<file path="config.mk">
export PLATFORM = sky130hd
export DESIGN_NAME = fp_writeback_scoreboard_flat
export DESIGN_NICKNAME = d
export VERILOG_FILES = /design/src/rtl/fp_writeback_scoreboard_if.sv /design/src/rtl/fp_writeback_scoreboard.sv /design/src/flat_wrapper.sv
export SDC_FILE = /design/constraint.sdc
export NUM_CORES = 1
export LEC_CHECK = 0
export ABC_AREA = 1
export CORE_MARGIN = 5
export CORE_UTILIZATION = 30
export CTS_CLUSTER_DIAMETER = 120
export DETAILED_ROUTE_END_ITERATION = 8
export PLACE_DENSITY_LB_ADDON = 0.25
export SKIP_LAST_GASP = 1
export SLEW_MARGIN = 0
export SYNTH_ARGS = -nofsm -noshare
export SYNTH_HDL_FRONTEND = slang
export SYNTH_SLANG_ARGS = --single-unit
export TNS_END_PERCENT = 20
</file>
<file path="constraint.sdc">
create_clock -name clk -period 4.05 [get_ports clk]
set_input_delay 0.405 -clock clk [delete_from_list [all_inputs] [get_ports clk]]
set_output_delay 0.405 -clock clk [all_outputs]
set_load 0.03 [all_outputs]
</file>
<file path="src/rtl/fp_writeback_scoreboard_if.sv">
// Bundle between FP issue logic, the FPU/LSU writeback paths and the FP register file.
// The slave side is the writeback scoreboard; the master side drives its requests.
interface fp_writeback_scoreboard_if #(
    parameter int DATA_WIDTH = 32,
    parameter int ADDR_WIDTH = 5
);
    localparam int NUM_REGS = 1 << ADDR_WIDTH;

    logic                  fpu_valid;
    logic [ADDR_WIDTH-1:0] fpu_addr;
    logic [DATA_WIDTH-1:0] fpu_data;
    logic                  fpu_ready;

    logic                  lsu_valid;
    logic [ADDR_WIDTH-1:0] lsu_addr;
    logic [DATA_WIDTH-1:0] lsu_data;
    logic                  lsu_ready;

    logic                  issue_valid;
    logic [ADDR_WIDTH-1:0] issue_rd;
    logic [ADDR_WIDTH-1:0] issue_rs1;
    logic [ADDR_WIDTH-1:0] issue_rs2;
    logic [ADDR_WIDTH-1:0] issue_rs3;
    logic [2:0]            issue_use_rs;
    logic                  issue_stall;

    logic                  rf_write_En;
    logic [ADDR_WIDTH-1:0] rf_writeAddr;
    logic [DATA_WIDTH-1:0] rf_data_in;
    logic [NUM_REGS-1:0]   busy_vec;

    modport slave (
        input  fpu_valid, fpu_addr, fpu_data,
        output fpu_ready,
        input  lsu_valid, lsu_addr, lsu_data,
        output lsu_ready,
        input  issue_valid, issue_rd, issue_rs1, issue_rs2, issue_rs3, issue_use_rs,
        output issue_stall,
        output rf_write_En, rf_writeAddr, rf_data_in, busy_vec
    );

    modport master (
        output fpu_valid, fpu_addr, fpu_data,
        input  fpu_ready,
        output lsu_valid, lsu_addr, lsu_data,
        input  lsu_ready,
        output issue_valid, issue_rd, issue_rs1, issue_rs2, issue_rs3, issue_use_rs,
        input  issue_stall,
        input  rf_write_En, rf_writeAddr, rf_data_in, busy_vec
    );
endinterface

</file>
<file path="src/rtl/fp_writeback_scoreboard.sv">
// Single FP register-file write port shared round-robin by FPU results and FLW loads,
// plus a per-register busy scoreboard that stalls issue on RAW/WAW hazards.
module fp_writeback_scoreboard #(
    parameter int DATA_WIDTH = 32,
    parameter int ADDR_WIDTH = 5
) (
    input  logic                      clk,
    input  logic                      rst,
    fp_writeback_scoreboard_if.slave  wb
);
    localparam int NUM_REGS = 1 << ADDR_WIDTH;

    typedef enum logic {
        RR_FPU = 1'b0,
        RR_LSU = 1'b1
    } rr_e;

    rr_e                   rr_q, rr_d;
    logic                  wr_en_q, wr_en_d;
    logic [ADDR_WIDTH-1:0] wr_addr_q, wr_addr_d;
    logic [DATA_WIDTH-1:0] wr_data_q, wr_data_d;
    logic [NUM_REGS-1:0]   busy_q, busy_d;

    logic                  grant_fpu_s;
    logic                  grant_lsu_s;
    logic                  hazard_s;
    logic                  stall_s;
    logic [NUM_REGS-1:0]   set_vec_s;
    logic [NUM_REGS-1:0]   clr_vec_s;

    function automatic logic [NUM_REGS-1:0] reg_onehot(input logic [ADDR_WIDTH-1:0] idx);
        logic [NUM_REGS-1:0] vec;
        vec      = '0;
        vec[idx] = 1'b1;
        return vec;
    endfunction

    // Round-robin arbitration; the pointer only moves while both sides contend.
    always_comb begin
        grant_fpu_s = 1'b0;
        grant_lsu_s = 1'b0;
        rr_d        = rr_q;
        case ({wb.fpu_valid, wb.lsu_valid})
            2'b11: begin
                if (rr_q == RR_FPU) begin
                    grant_fpu_s = 1'b1;
                    rr_d        = RR_LSU;
                end else begin
                    grant_lsu_s = 1'b1;
                    rr_d        = RR_FPU;
                end
            end
            2'b10:   grant_fpu_s = 1'b1;
            2'b01:   grant_lsu_s = 1'b1;
            default: begin
                grant_fpu_s = 1'b0;
                grant_lsu_s = 1'b0;
            end
        endcase
    end

    // Next contents of the registered write port; address/data hold when idle.
    always_comb begin
        wr_en_d   = grant_fpu_s | grant_lsu_s;
        wr_addr_d = wr_addr_q;
        wr_data_d = wr_data_q;
        if (grant_fpu_s) begin
            wr_addr_d = wb.fpu_addr;
            wr_data_d = wb.fpu_data;
        end else if (grant_lsu_s) begin
            wr_addr_d = wb.lsu_addr;
            wr_data_d = wb.lsu_data;
        end else begin
            wr_addr_d = wr_addr_q;
            wr_data_d = wr_data_q;
        end
    end

    // Hazard detection straight from the registered busy bits (no forwarding).
    always_comb begin
        hazard_s = busy_q[wb.issue_rd]
                 | (wb.issue_use_rs[0] & busy_q[wb.issue_rs1])
                 | (wb.issue_use_rs[1] & busy_q[wb.issue_rs2])
                 | (wb.issue_use_rs[2] & busy_q[wb.issue_rs3]);
        stall_s  = wb.issue_valid & hazard_s;
    end

    // Busy update: the committing write clears, an accepted issue sets, and set wins.
    always_comb begin
        set_vec_s = '0;
        clr_vec_s = '0;
        if (wb.issue_valid && !stall_s) begin
            set_vec_s = reg_onehot(wb.issue_rd);
        end else begin
            set_vec_s = '0;
        end
        if (wr_en_q) begin
            clr_vec_s = reg_onehot(wr_addr_q);
        end else begin
            clr_vec_s = '0;
        end
        busy_d = (busy_q & ~clr_vec_s) | set_vec_s;
    end

    // State registers; reset drops any in-flight write and clears the scoreboard.
    always_ff @(posedge clk or posedge rst) begin
        if (rst) begin
            rr_q      <= RR_FPU;
            wr_en_q   <= 1'b0;
            wr_addr_q <= '0;
            wr_data_q <= '0;
            busy_q    <= '0;
        end else begin
            rr_q      <= rr_d;
            wr_en_q   <= wr_en_d;
            wr_addr_q <= wr_addr_d;
            wr_data_q <= wr_data_d;
            busy_q    <= busy_d;
        end
    end

    assign wb.fpu_ready    = grant_fpu_s;
    assign wb.lsu_ready    = grant_lsu_s;
    assign wb.issue_stall  = stall_s;
    assign wb.rf_write_En  = wr_en_q;
    assign wb.rf_writeAddr = wr_addr_q;
    assign wb.rf_data_in   = wr_data_q;
    assign wb.busy_vec     = busy_q;

endmodule
</file>
<file path="src/flat_wrapper.sv">
// flat-port wrapper written by rule: the top's interface ports become plain ports
module fp_writeback_scoreboard_flat 
#(
    parameter int DATA_WIDTH = 32,
    parameter int ADDR_WIDTH = 5
)
  (clk, rst, wb_fpu_valid, wb_fpu_addr, wb_fpu_data, wb_fpu_ready, wb_lsu_valid, wb_lsu_addr, wb_lsu_data, wb_lsu_ready, wb_issue_valid, wb_issue_rd, wb_issue_rs1, wb_issue_rs2, wb_issue_rs3, wb_issue_use_rs, wb_issue_stall, wb_rf_write_En, wb_rf_writeAddr, wb_rf_data_in, wb_busy_vec);
  fp_writeback_scoreboard_if #(.DATA_WIDTH(DATA_WIDTH), .ADDR_WIDTH(ADDR_WIDTH)) wb_i ();
  input  logic clk;
  input  logic rst;
  input wire logic [$bits(wb_i.fpu_valid)-1:0] wb_fpu_valid;
  input wire logic [$bits(wb_i.fpu_addr)-1:0] wb_fpu_addr;
  input wire logic [$bits(wb_i.fpu_data)-1:0] wb_fpu_data;
  output wire logic [$bits(wb_i.fpu_ready)-1:0] wb_fpu_ready;
  input wire logic [$bits(wb_i.lsu_valid)-1:0] wb_lsu_valid;
  input wire logic [$bits(wb_i.lsu_addr)-1:0] wb_lsu_addr;
  input wire logic [$bits(wb_i.lsu_data)-1:0] wb_lsu_data;
  output wire logic [$bits(wb_i.lsu_ready)-1:0] wb_lsu_ready;
  input wire logic [$bits(wb_i.issue_valid)-1:0] wb_issue_valid;
  input wire logic [$bits(wb_i.issue_rd)-1:0] wb_issue_rd;
  input wire logic [$bits(wb_i.issue_rs1)-1:0] wb_issue_rs1;
  input wire logic [$bits(wb_i.issue_rs2)-1:0] wb_issue_rs2;
  input wire logic [$bits(wb_i.issue_rs3)-1:0] wb_issue_rs3;
  input wire logic [$bits(wb_i.issue_use_rs)-1:0] wb_issue_use_rs;
  output wire logic [$bits(wb_i.issue_stall)-1:0] wb_issue_stall;
  output wire logic [$bits(wb_i.rf_write_En)-1:0] wb_rf_write_En;
  output wire logic [$bits(wb_i.rf_writeAddr)-1:0] wb_rf_writeAddr;
  output wire logic [$bits(wb_i.rf_data_in)-1:0] wb_rf_data_in;
  output wire logic [$bits(wb_i.busy_vec)-1:0] wb_busy_vec;
  assign wb_i.fpu_valid = wb_fpu_valid;
  assign wb_i.fpu_addr = wb_fpu_addr;
  assign wb_i.fpu_data = wb_fpu_data;
  assign wb_fpu_ready = wb_i.fpu_ready;
  assign wb_i.lsu_valid = wb_lsu_valid;
  assign wb_i.lsu_addr = wb_lsu_addr;
  assign wb_i.lsu_data = wb_lsu_data;
  assign wb_lsu_ready = wb_i.lsu_ready;
  assign wb_i.issue_valid = wb_issue_valid;
  assign wb_i.issue_rd = wb_issue_rd;
  assign wb_i.issue_rs1 = wb_issue_rs1;
  assign wb_i.issue_rs2 = wb_issue_rs2;
  assign wb_i.issue_rs3 = wb_issue_rs3;
  assign wb_i.issue_use_rs = wb_issue_use_rs;
  assign wb_issue_stall = wb_i.issue_stall;
  assign wb_rf_write_En = wb_i.rf_write_En;
  assign wb_rf_writeAddr = wb_i.rf_writeAddr;
  assign wb_rf_data_in = wb_i.rf_data_in;
  assign wb_busy_vec = wb_i.busy_vec;
  fp_writeback_scoreboard #(.DATA_WIDTH(DATA_WIDTH), .ADDR_WIDTH(ADDR_WIDTH)) u_core (.clk(clk), .rst(rst), .wb(wb_i));
endmodule
</file>
# Yosys cells after proc, flatten, opt, wreduce, memory -nomap -nowiden

Index checks and enable logic that the tools add are counted.

Order comparisons: 7
Eq/ne operators: 3
Multiplexer cells: 22
Bitwise operators: 11
Reductions and logical operators: 5

Operators by type and width:

| cell                                                                         | count |
|---|---|
| 32-bit two-way mux                                                           | 4 |
| 32-bit bitwise AND                                                           | 1 |
| 32-bit NOT                                                                   | 1 |
| 32-bit OR                                                                    | 1 |
| 5-bit by 6-bit less-than comparator with 1-bit output, second input constant | 5 |
| 1-bit binary-select mux with 5-bit select                                    | 4 |
| 1-bit demux with 5-bit select                                                | 2 |
| 5-bit by 1-bit >= comparator with 1-bit output, second input constant        | 2 |
| 5-bit two-way mux                                                            | 2 |
| 1-bit two-way mux                                                            | 8 |
| 1-bit bitwise AND                                                            | 4 |
| 2-bit == test, second input constant                                         | 2 |
| 1-bit OR                                                                     | 4 |
| 1-bit case mux with 2 select lines                                           | 2 |
| 1-bit logical AND                                                            | 3 |
| 2-bit by 1-bit == test with 1-bit output, second input constant              | 1 |
| 2-bit nonzero test                                                           | 1 |
| 1-bit logical NOT                                                            | 1 |

Flip-flop bits (word level): 71
Input port bits: 102
Output and inout port bits: 73
Word-level logic and storage cells: 53

# Logic depth before layout (Yosys ltp)

Depth in word-level cells: 11
Mapped depth: 15
Depth with buffers taken out: 13

# Worst setup path before layout

Ideal clock, no wire load.

Path kind: input -> output
Start point: in wb_issue_rs2[0]
End point: out wb_issue_stall
Arrival time: 1842 ps
Required time: 3645 ps
Setup slack: 1803 ps
Stages: 14
Buffers on the path: 3
Cell sequence: buf_6 > inv_2 > buf_6 > nand2_1 > nand3_1 > nand3_1 > nand2_1 > nand2_1 > nand3b_1 > nand3_1 > nand2_1 > nor2_4 > buf_6 > nor2_1

Longest elaborated chain between the ends: 6

RTL lines:

| what                                      | RTL line                      | text |
|---|---|---|
| from (decl)                               | flat_wrapper.sv:22            | `input wire logic [$bits(wb_i.issue_rs2)-1:0] wb_issue_rs2;` |
| 1-bit binary-select mux with 5-bit select | fp_writeback_scoreboard.sv:83 | `\| (wb.issue_use_rs[1] & busy_q[wb.issue_rs2])` |
| 1-bit two-way mux (not written as such)   | fp_writeback_scoreboard.sv:83 |  |
| 1-bit bitwise AND                         | fp_writeback_scoreboard.sv:83 |  |
| 1-bit OR                                  | fp_writeback_scoreboard.sv:83 |  |
| 1-bit OR                                  | fp_writeback_scoreboard.sv:84 | `\| (wb.issue_use_rs[2] & busy_q[wb.issue_rs3]);` |
| 1-bit bitwise AND                         | fp_writeback_scoreboard.sv:85 | `stall_s = wb.issue_valid & hazard_s;` |
| to (decl)                                 | flat_wrapper.sv:25            | `output wire logic [$bits(wb_i.issue_stall)-1:0] wb_issue_stall;` |

Every way passes these cells. The select of a mux whose other input is x is not followed.

# Worst setup path in the final report

Start point: in wb_issue_rd[0]
End point: out wb_issue_stall

Longest elaborated chain between the ends: 6

RTL lines:

| what                                      | RTL line                      | text |
|---|---|---|
| from (decl)                               | flat_wrapper.sv:20            | `input wire logic [$bits(wb_i.issue_rd)-1:0] wb_issue_rd;` |
| 1-bit binary-select mux with 5-bit select | fp_writeback_scoreboard.sv:81 | `hazard_s = busy_q[wb.issue_rd]` |
| 1-bit two-way mux (not written as such)   | fp_writeback_scoreboard.sv:81 |  |
| 1-bit OR                                  | fp_writeback_scoreboard.sv:82 | `\| (wb.issue_use_rs[0] & busy_q[wb.issue_rs1])` |
| 1-bit OR                                  | fp_writeback_scoreboard.sv:83 |  |
| 1-bit OR                                  | fp_writeback_scoreboard.sv:84 |  |
| 1-bit bitwise AND                         | fp_writeback_scoreboard.sv:85 |  |

Every way passes these cells. The select of a mux whose other input is x is not followed.

==> metrics.md <==
| Metric | Value |
|---|---|
| Die Ht | `~140 um` |
| Endpoints failing hold | `0` |
| Max cap viols | `0` |
| Vias | `about 5,500` |
| Gr usage total | `0.203` |
| Clk buf depth | `2` |
| Commonest non-fill, non-tap cell in the layout | `nand2_1` |
| Fin. max-slew vios | `0` |
| Chip Width | `135 um` |
| Final setup margin | `roughly 630 ps` |
| Worst r2r path cells | `12` |
| WP data arrival | `approximately 3000 ps` |
| Status | `finished, final reports clean` |
| Largest net degree at the start of global routing | `57` |
| Req. time, crit path | `roughly 3600 ps` |
| Least-Margin Pin Slew | `770 ps` |
| Pre-CTS setup slack | `around 650 ps` |
| Syn Area/Cell | `6.69 um2` |
| Setup TNS | `0 ps` |
| Post-layout net count | `between 900 and 1,000` |
| Initial antenna violation count | `0` |
| Router iterations before antenna repair | `6` |
| Total Die Area | `between 15,000 and 20,000 um2` |
| Worst ir drop on vdd | `0.000299 V` |
| Number of buffers added on ports | `174` |
| Reg2reg setup slack | `around 2000 ps` |
| Endpoint, Worst Hold | `u_core.wb.rf_data_in[1]` |
| RR Endpoint | `u_core.wb.busy_vec[19]` |
| Clock skew | `5.59 ps` |
| Hold Crit Start | `u_core.wb.rf_data_in[1]` |
| Max frequency | `292 MHz` |
| Setup repair bufs after CTS | `0` |
| Power Internal | `roughly 2.1 mW` |
| Post-placement cell count | `around 1,100` |
| Synth Cell Area | `4710 um2` |
| Initial DRC count | `481` |
| Ports | `175` |
| Switching Share | `0.459` |
| Hold Path Class | `reg -> reg` |
| Fin cells | `around 1,100` |
| Number of global-route vias before repair | `5,068` |
| Vias per Instance | `5.07` |
| Critical path class | `in -> out` |
| Cts hold-fix bufs | `0` |
| Static leakage | `about 3.0 nW` |
| CTS tree | `yes` |
| Wire length per cell | `17.2 um` |
| Syn nets | `around 810` |
| Reg-to-reg critical path startpoint | `u_core.wb.busy_vec[0]` |
| Worst setup EP type | `primary output` |
| Post_cts resized | `0` |
| Synth Warn # | `0` |
| Num CTS Buffers | `9` |
| GR Overflow Total | `0` |
| # fillers | `1,598` |
| Share of layout cells above drive strength 1 | `0.0585` |
| Final core occ | `0.451` |
| Final setup viols | `0` |
| Rows | `between 40 and 50` |
| Headroom to the max-slew limit | `0.487` |
| Clock-pin slew on the worst setup and hold paths | `roughly 60 ps` |
| Final period utilization | `0.845` |
| Logic pwr share | `0.426` |
| NetSw | `1.77 mW` |
| Most frequent cells in the layout | `nand2_1, clkdlybuf4s50_1, nand3_1, dfrtp_1, nor2_1` |
| Post-synth cell types | `22` |
| Core area | `15,300 um2` |
| Clock root cell | `clkbuf_16` |
| Initial Util | `0.308` |
| Ant diodes | `0` |
| Startpoint type of the worst setup path | `input port` |
| Htree depth | `3` |
| Drt total wl | `around 19 mm` |
| Clock latency on the worst-skew pair | `330 ps` |
| Clock share of power | `0.206` |
| Register area share after synthesis | `0.377` |
| Clk sinks | `71` |
| Syn-to-layout area delta | `46.4%` |
| Part of the power in registers | `0.368` |
| DR DRC count | `0` |
| First-pass GRT wire length | `28.9 mm` |
| Cells after synthesis | `about 710` |
| HPWL after detailed placement | `13.7 mm` |
| Hold path depth | `2` |
| Tmin final | `3420 ps` |
| Register bit total from synthesis | `71` |
| Post-DRT Antenna Nets | `0` |
| Max FO, Critical Path | `12` |
| Pwr Density | `around 560 nW/um2` |
| RSZ-0062 raised after global routing | `false` |
| RD Place Congestion | `0.952` |
layout make-up:
| class | count | area [um2] | share of cell area |
|---|---|---|---|
| timing repair buffer | 186 | 1830 | 0.265 |
| inverter | 40 | 150 | 0.0218 |
| tap | 211 | 264 | 0.0383 |
| multi-input combinational | 559 | 2580 | 0.374 |
| sequential | 71 | 1780 | 0.257 |
| clock inverter | 5 | 56.3 | 0.00816 |
| clock buffer | 11 | 243 | 0.0352 |
power by group through the flow:
| stage | Combinational [mW] | Clock, mW | Sequential [mW] |
|---|---|---|---|
| 2_1_floorplan | 0.594 | 0 | 1.56 |
| 3_3_place_gp | 1.64 | 0 | 1.40 |
| 3_5_place_dp | 1.65 | 0 | 1.41 |
| 4_1_cts | 1.65 | 0.814 | 1.40 |
| 5_1_grt | 1.79 | 0.854 | 1.43 |
| 6_report | 1.65 | 0.795 | 1.42 |
synth_stat cells:
cell | n | area, um2
buf_1 | 3 | 11.3
nand3_1 | 121 | 606
nand2_2 | 4 | 25.0
o221ai_1 | 5 | 43.8
inv_2 | 5 | 18.8
clkbuf_1 | 13 | 48.8
o21ai_0 | 33 | 165
buf_6 | 10 | 113
dfrtp_1 | 71 | 1780
clkinv_1 | 1 | 3.75
nor3_1 | 8 | 40.0
nand3b_1 | 2 | 15.0
nand4_1 | 9 | 56.3
nor2_4 | 2 | 22.5
nor2_1 | 37 | 139
nand2_1 | 295 | 1110
a21oi_1 | 1 | 5.00
buf_2 | 7 | 35.0
nand3_2 | 10 | 100
buf_4 | 2 | 15.0
o211ai_1 | 32 | 240
inv_1 | 34 | 128
routing by layer:
layer,global-route usage,part of all wire,vias up
li1,-,-,2650
met1,0.265,0.41,2471
met2,0.302,0.42,330
met3,0.0810,0.14,39
met4,0.0745,0.029,0
met5,0,0,-
stage by stage:
stage	hold WS (ps)	power, mW	area, um2
2_1_floorplan	465	2.15	4710
4_1_cts	503	3.87	6900
6_report	499	3.86	6900
3_3_place_gp	481	3.04	6600
3_5_place_dp	488	3.06	6600
5_1_grt	530	4.07	6900
critical path, stage by stage:
cell and delay [ps]:
clkdlybuf4s50_1 660, nor2_1 570, nand2_1 120, nand4_1 150
nand2_1 70, nand4_1 100, nor2_1 50, nand2_2 70
nor2_4 40, nor2_1 80, clkdlybuf4s50_1 690
kinds of logic after synthesis:
kind of cell    synth area share
flops                      0.377
compound gates            0.0963
buf+inv                   0.0791
simple gates               0.448
state kept, by name, indices dropped and copies added (netlist names):
| register | cells |
|---|---|
| u_core.rr_q | 1 |
| u_core.wb.rf_data_in | 32 |
| u_core.wb.rf_writeAddr | 5 |
| u_core.wb.rf_write_En | 1 |
| u_core.wb.busy_vec | 32 |
worst max-delay path by stage:
stage,start,endpoint,depth (start not counted)
after floorplan,wb_issue_rs2[0],wb_issue_stall,14
after global routing,wb_issue_rd[0],wb_issue_stall,13
after global placement,wb_issue_rd[0],wb_issue_stall,13
final,wb_issue_rd[0],wb_issue_stall,11
after detailed placement,wb_issue_rd[0],wb_issue_stall,13
after CTS,wb_issue_rd[0],wb_issue_stall,13
No activity file was read; power rests on OpenSTA's default activity.
==> edit, RTL diff (config.mk and constraints unchanged) <==
`DATA_WIDTH` is set to 32 in 3 places; all go to 48.
--- a/src/rtl/fp_writeback_scoreboard_if.sv
+++ b/src/rtl/fp_writeback_scoreboard_if.sv
@@ -1,7 +1,7 @@
 // Bundle between FP issue logic, the FPU/LSU writeback paths and the FP register file.
 // The slave side is the writeback scoreboard; the master side drives its requests.
 interface fp_writeback_scoreboard_if #(
-    parameter int DATA_WIDTH = 32,
+    parameter int DATA_WIDTH = 48,
     parameter int ADDR_WIDTH = 5
 );
     localparam int NUM_REGS = 1 << ADDR_WIDTH;
--- a/src/rtl/fp_writeback_scoreboard.sv
+++ b/src/rtl/fp_writeback_scoreboard.sv
@@ -1,7 +1,7 @@
 // Single FP register-file write port shared round-robin by FPU results and FLW loads,
 // plus a per-register busy scoreboard that stalls issue on RAW/WAW hazards.
 module fp_writeback_scoreboard #(
-    parameter int DATA_WIDTH = 32,
+    parameter int DATA_WIDTH = 48,
     parameter int ADDR_WIDTH = 5
 ) (
     input  logic                      clk,
--- a/src/flat_wrapper.sv
+++ b/src/flat_wrapper.sv
@@ -1,7 +1,7 @@
 // flat-port wrapper written by rule: the top's interface ports become plain ports
 module fp_writeback_scoreboard_flat 
 #(
-    parameter int DATA_WIDTH = 32,
+    parameter int DATA_WIDTH = 48,
     parameter int ADDR_WIDTH = 5
 )
   (clk, rst, wb_fpu_valid, wb_fpu_addr, wb_fpu_data, wb_fpu_ready, wb_lsu_valid, wb_lsu_addr, wb_lsu_data, wb_lsu_ready, wb_issue_valid, wb_issue_rd, wb_issue_rs1, wb_issue_rs2, wb_issue_rs3, wb_issue_use_rs, wb_issue_stall, wb_rf_write_En, wb_rf_writeAddr, wb_rf_data_in, wb_busy_vec);
Ports: changed (resized wb_fpu_data, wb_lsu_data and wb_rf_data_in); port bits go from 175 to 223. No check against the original RTL was run, so the function may have changed too.
==> edit against the unedited design <==
Non-clock buffer count rose by 45. Via count up 13%. Wire length increased by 15%. Worst setup slack lost 0.085 ns. Register-to-register slack got worse by 0.04 ns. Sequential cell count increased by 16. Power increased by 11%. Sequential share of layout area rose by 0.87 points. Cell area increased by 19%. Area after synthesis is 17% higher. First-iteration DRC count grew 4.6%. Critical path depth is 2 higher.
==> edit: results (changes against the unedited design) <==
run_status:
  outcome: "completed"  # unchanged
layout:
  finalNetCount: 1126  # was 969
  largest_register_ff_count: 48
  insertedDiodeCount: 0  # unchanged
  drive_above_1_share_pct: 6.533  # was 5.849%
critical_path:
  cp-startpoint: "wb_issue_rd[0]"  # unchanged
  rr_startpoint: "u_core.wb.busy_vec[25]"  # was u_core.wb.busy_vec[0]
  r2r_slack_ns: 1.96  # was 2.00 ns
  crit_fanout: 12  # unchanged
  r2r_cells: 12  # unchanged
  reg2reg_to: "u_core.wb.busy_vec[1]"  # was u_core.wb.busy_vec[19]
global_route:
  grt_max_degree: 60  # was 57
  grt_pass1_wl_mm: 33.77  # was 28.92 mm
  track_usage_pct: 19.74  # was 20.26%
  grt_pass1_vias: 5987  # was 5,068
  antenna_found_initial: 1  # was 0
place:
  dp_slack_ns: 0.5558  # was 0.6521 ns
  port-buffer-count: 222  # was 174
  routabilityCongestion: 0.8942  # was 0.9524
  hpwl_mm: 16.10  # was 13.72 mm
clock_tree:
  cts_setup_buffers: 0  # unchanged
  clkSlewWorstSetupHoldPaths_ns: 0.06  # about the same
  cts_buffers: 9  # unchanged
  cts_resized: 0  # unchanged
  htreeDepth: 3  # unchanged
  clk_latency_ns: 0.33  # about the same
  cts_root_buf: "clkbuf_16"  # unchanged
  clk_path_buf_depth: 2  # unchanged
routing:
  drtIter0Drc: 503  # was 481
  dr.pass1.iters: 6  # unchanged
  avgRoutedWirePerCell_um: 17.50  # was 17.16 um
  vias_per_cell: 5.055  # was 5.069
logic_synthesis:
  synth_area_leaders: "dfrtp_1 39%, nand2_1 23%, nand3_1 9.2%"  # was dfrtp_1 38%, nand2_1 23%, nand3_1 13%
  yosysWarnings: 0  # unchanged
  ys_top_cells_by_count: "345 x nand2_1, 102 x nand3_1, 87 x dfrtp_1, 48 x o211ai_1, 37 x nor2_1"  # was 295 x nand2_1, 121 x nand3_1, 71 x dfrtp_1, 37 x nor2_1, 34 x inv_1
  syn_nets: 926  # was 807
  synth_cell_types: 22  # unchanged
  synthArstFlopShare_pct: 100.0  # unchanged
  yosysSeqAreaShare_pct: 39.31  # was 37.69%
pwr:
  leakage_uw: 0.003454  # was 0.002972 uW
  ir_drop_mv: 0.2200  # was 0.2993 mV
sta:
  slew_violations: 0  # unchanged
  tightest_slew_ns: 1.006  # was 0.7700 ns
  finClkSkew_ns: 0.004754  # was 0.005590 ns
worst_hold_path:
  hold_path_class: "in2async"  # was reg2reg
==> edit: per-stage QoR <==
stage | cell area [um^2] | hold slack [ns] | cells
global placement | 7876 | 0.4825 | 1210
floorplan | 5538 | 0.4649 | 792
detailed placement | 7876 | 0.4867 | 1210
global route | 8178 | 0.5232 | 1224
CTS | 8178 | 0.4993 | 1224
finish | 8178 | 0.4856 | 1224
==> edit: cells by family after synthesis <==
family,count (synthesis),share of synthesized area [%]
buf+inv,82,7.320
simple gates,536,43.00
compound gates,87,10.37
flops,87,39.31
==> edit: worst max-delay path by stage <==
stage | to | slack [ns] | depth (start not counted)
finish | wb_issue_stall | 0.54 | 13
global route | wb_issue_stall | 0.25 | 13
CTS | wb_issue_stall | 0.54 | 13
detailed placement | wb_issue_stall | 0.56 | 13
global placement | wb_issue_stall | 0.57 | 13
floorplan | u_core.rr_q | 1.39 | 1
==> edit: area by class of cell <==
type,instances,area [um^2]
fill,1797,9908
multi-input combinational,623,2974
clock inverter,4,72.57
clock buffer,10,229.0
inverter,40,153.9
sequential,87,2177
tap,229,286.5
timing repair buffer,231,2285
==> edit: metal layers <==
layer  GRT usage (%)  share of wire [%]  vias to the layer above
li1                -                  -                     3011
met1           25.29                 41                     2839
met3           8.159                 13                       29
met5               0              0.061                        -
met2           30.66                 44                      306
met4           5.651                2.0                        2
==> edit: where the power goes <==
part	switching, uW	internal, uW	total [uW]
Clock	332	533	865
Combinational	1070	762	1830
Sequential	489	1090	1580
==> edit: worst max-delay path, cell delays in order <==
cell and delay [ns]:
clkdlybuf4s50_1 0.67, nor2_1 0.60, nand2_1 0.10, nand4_1 0.13, nand2_1 0.06, nand2_1 0.06
inv_1 0.04, nand2_1 0.06, nor2_1 0.06, nand2_2 0.08, nor2_4 0.05, nor2_1 0.08
clkdlybuf4s50_1 0.69
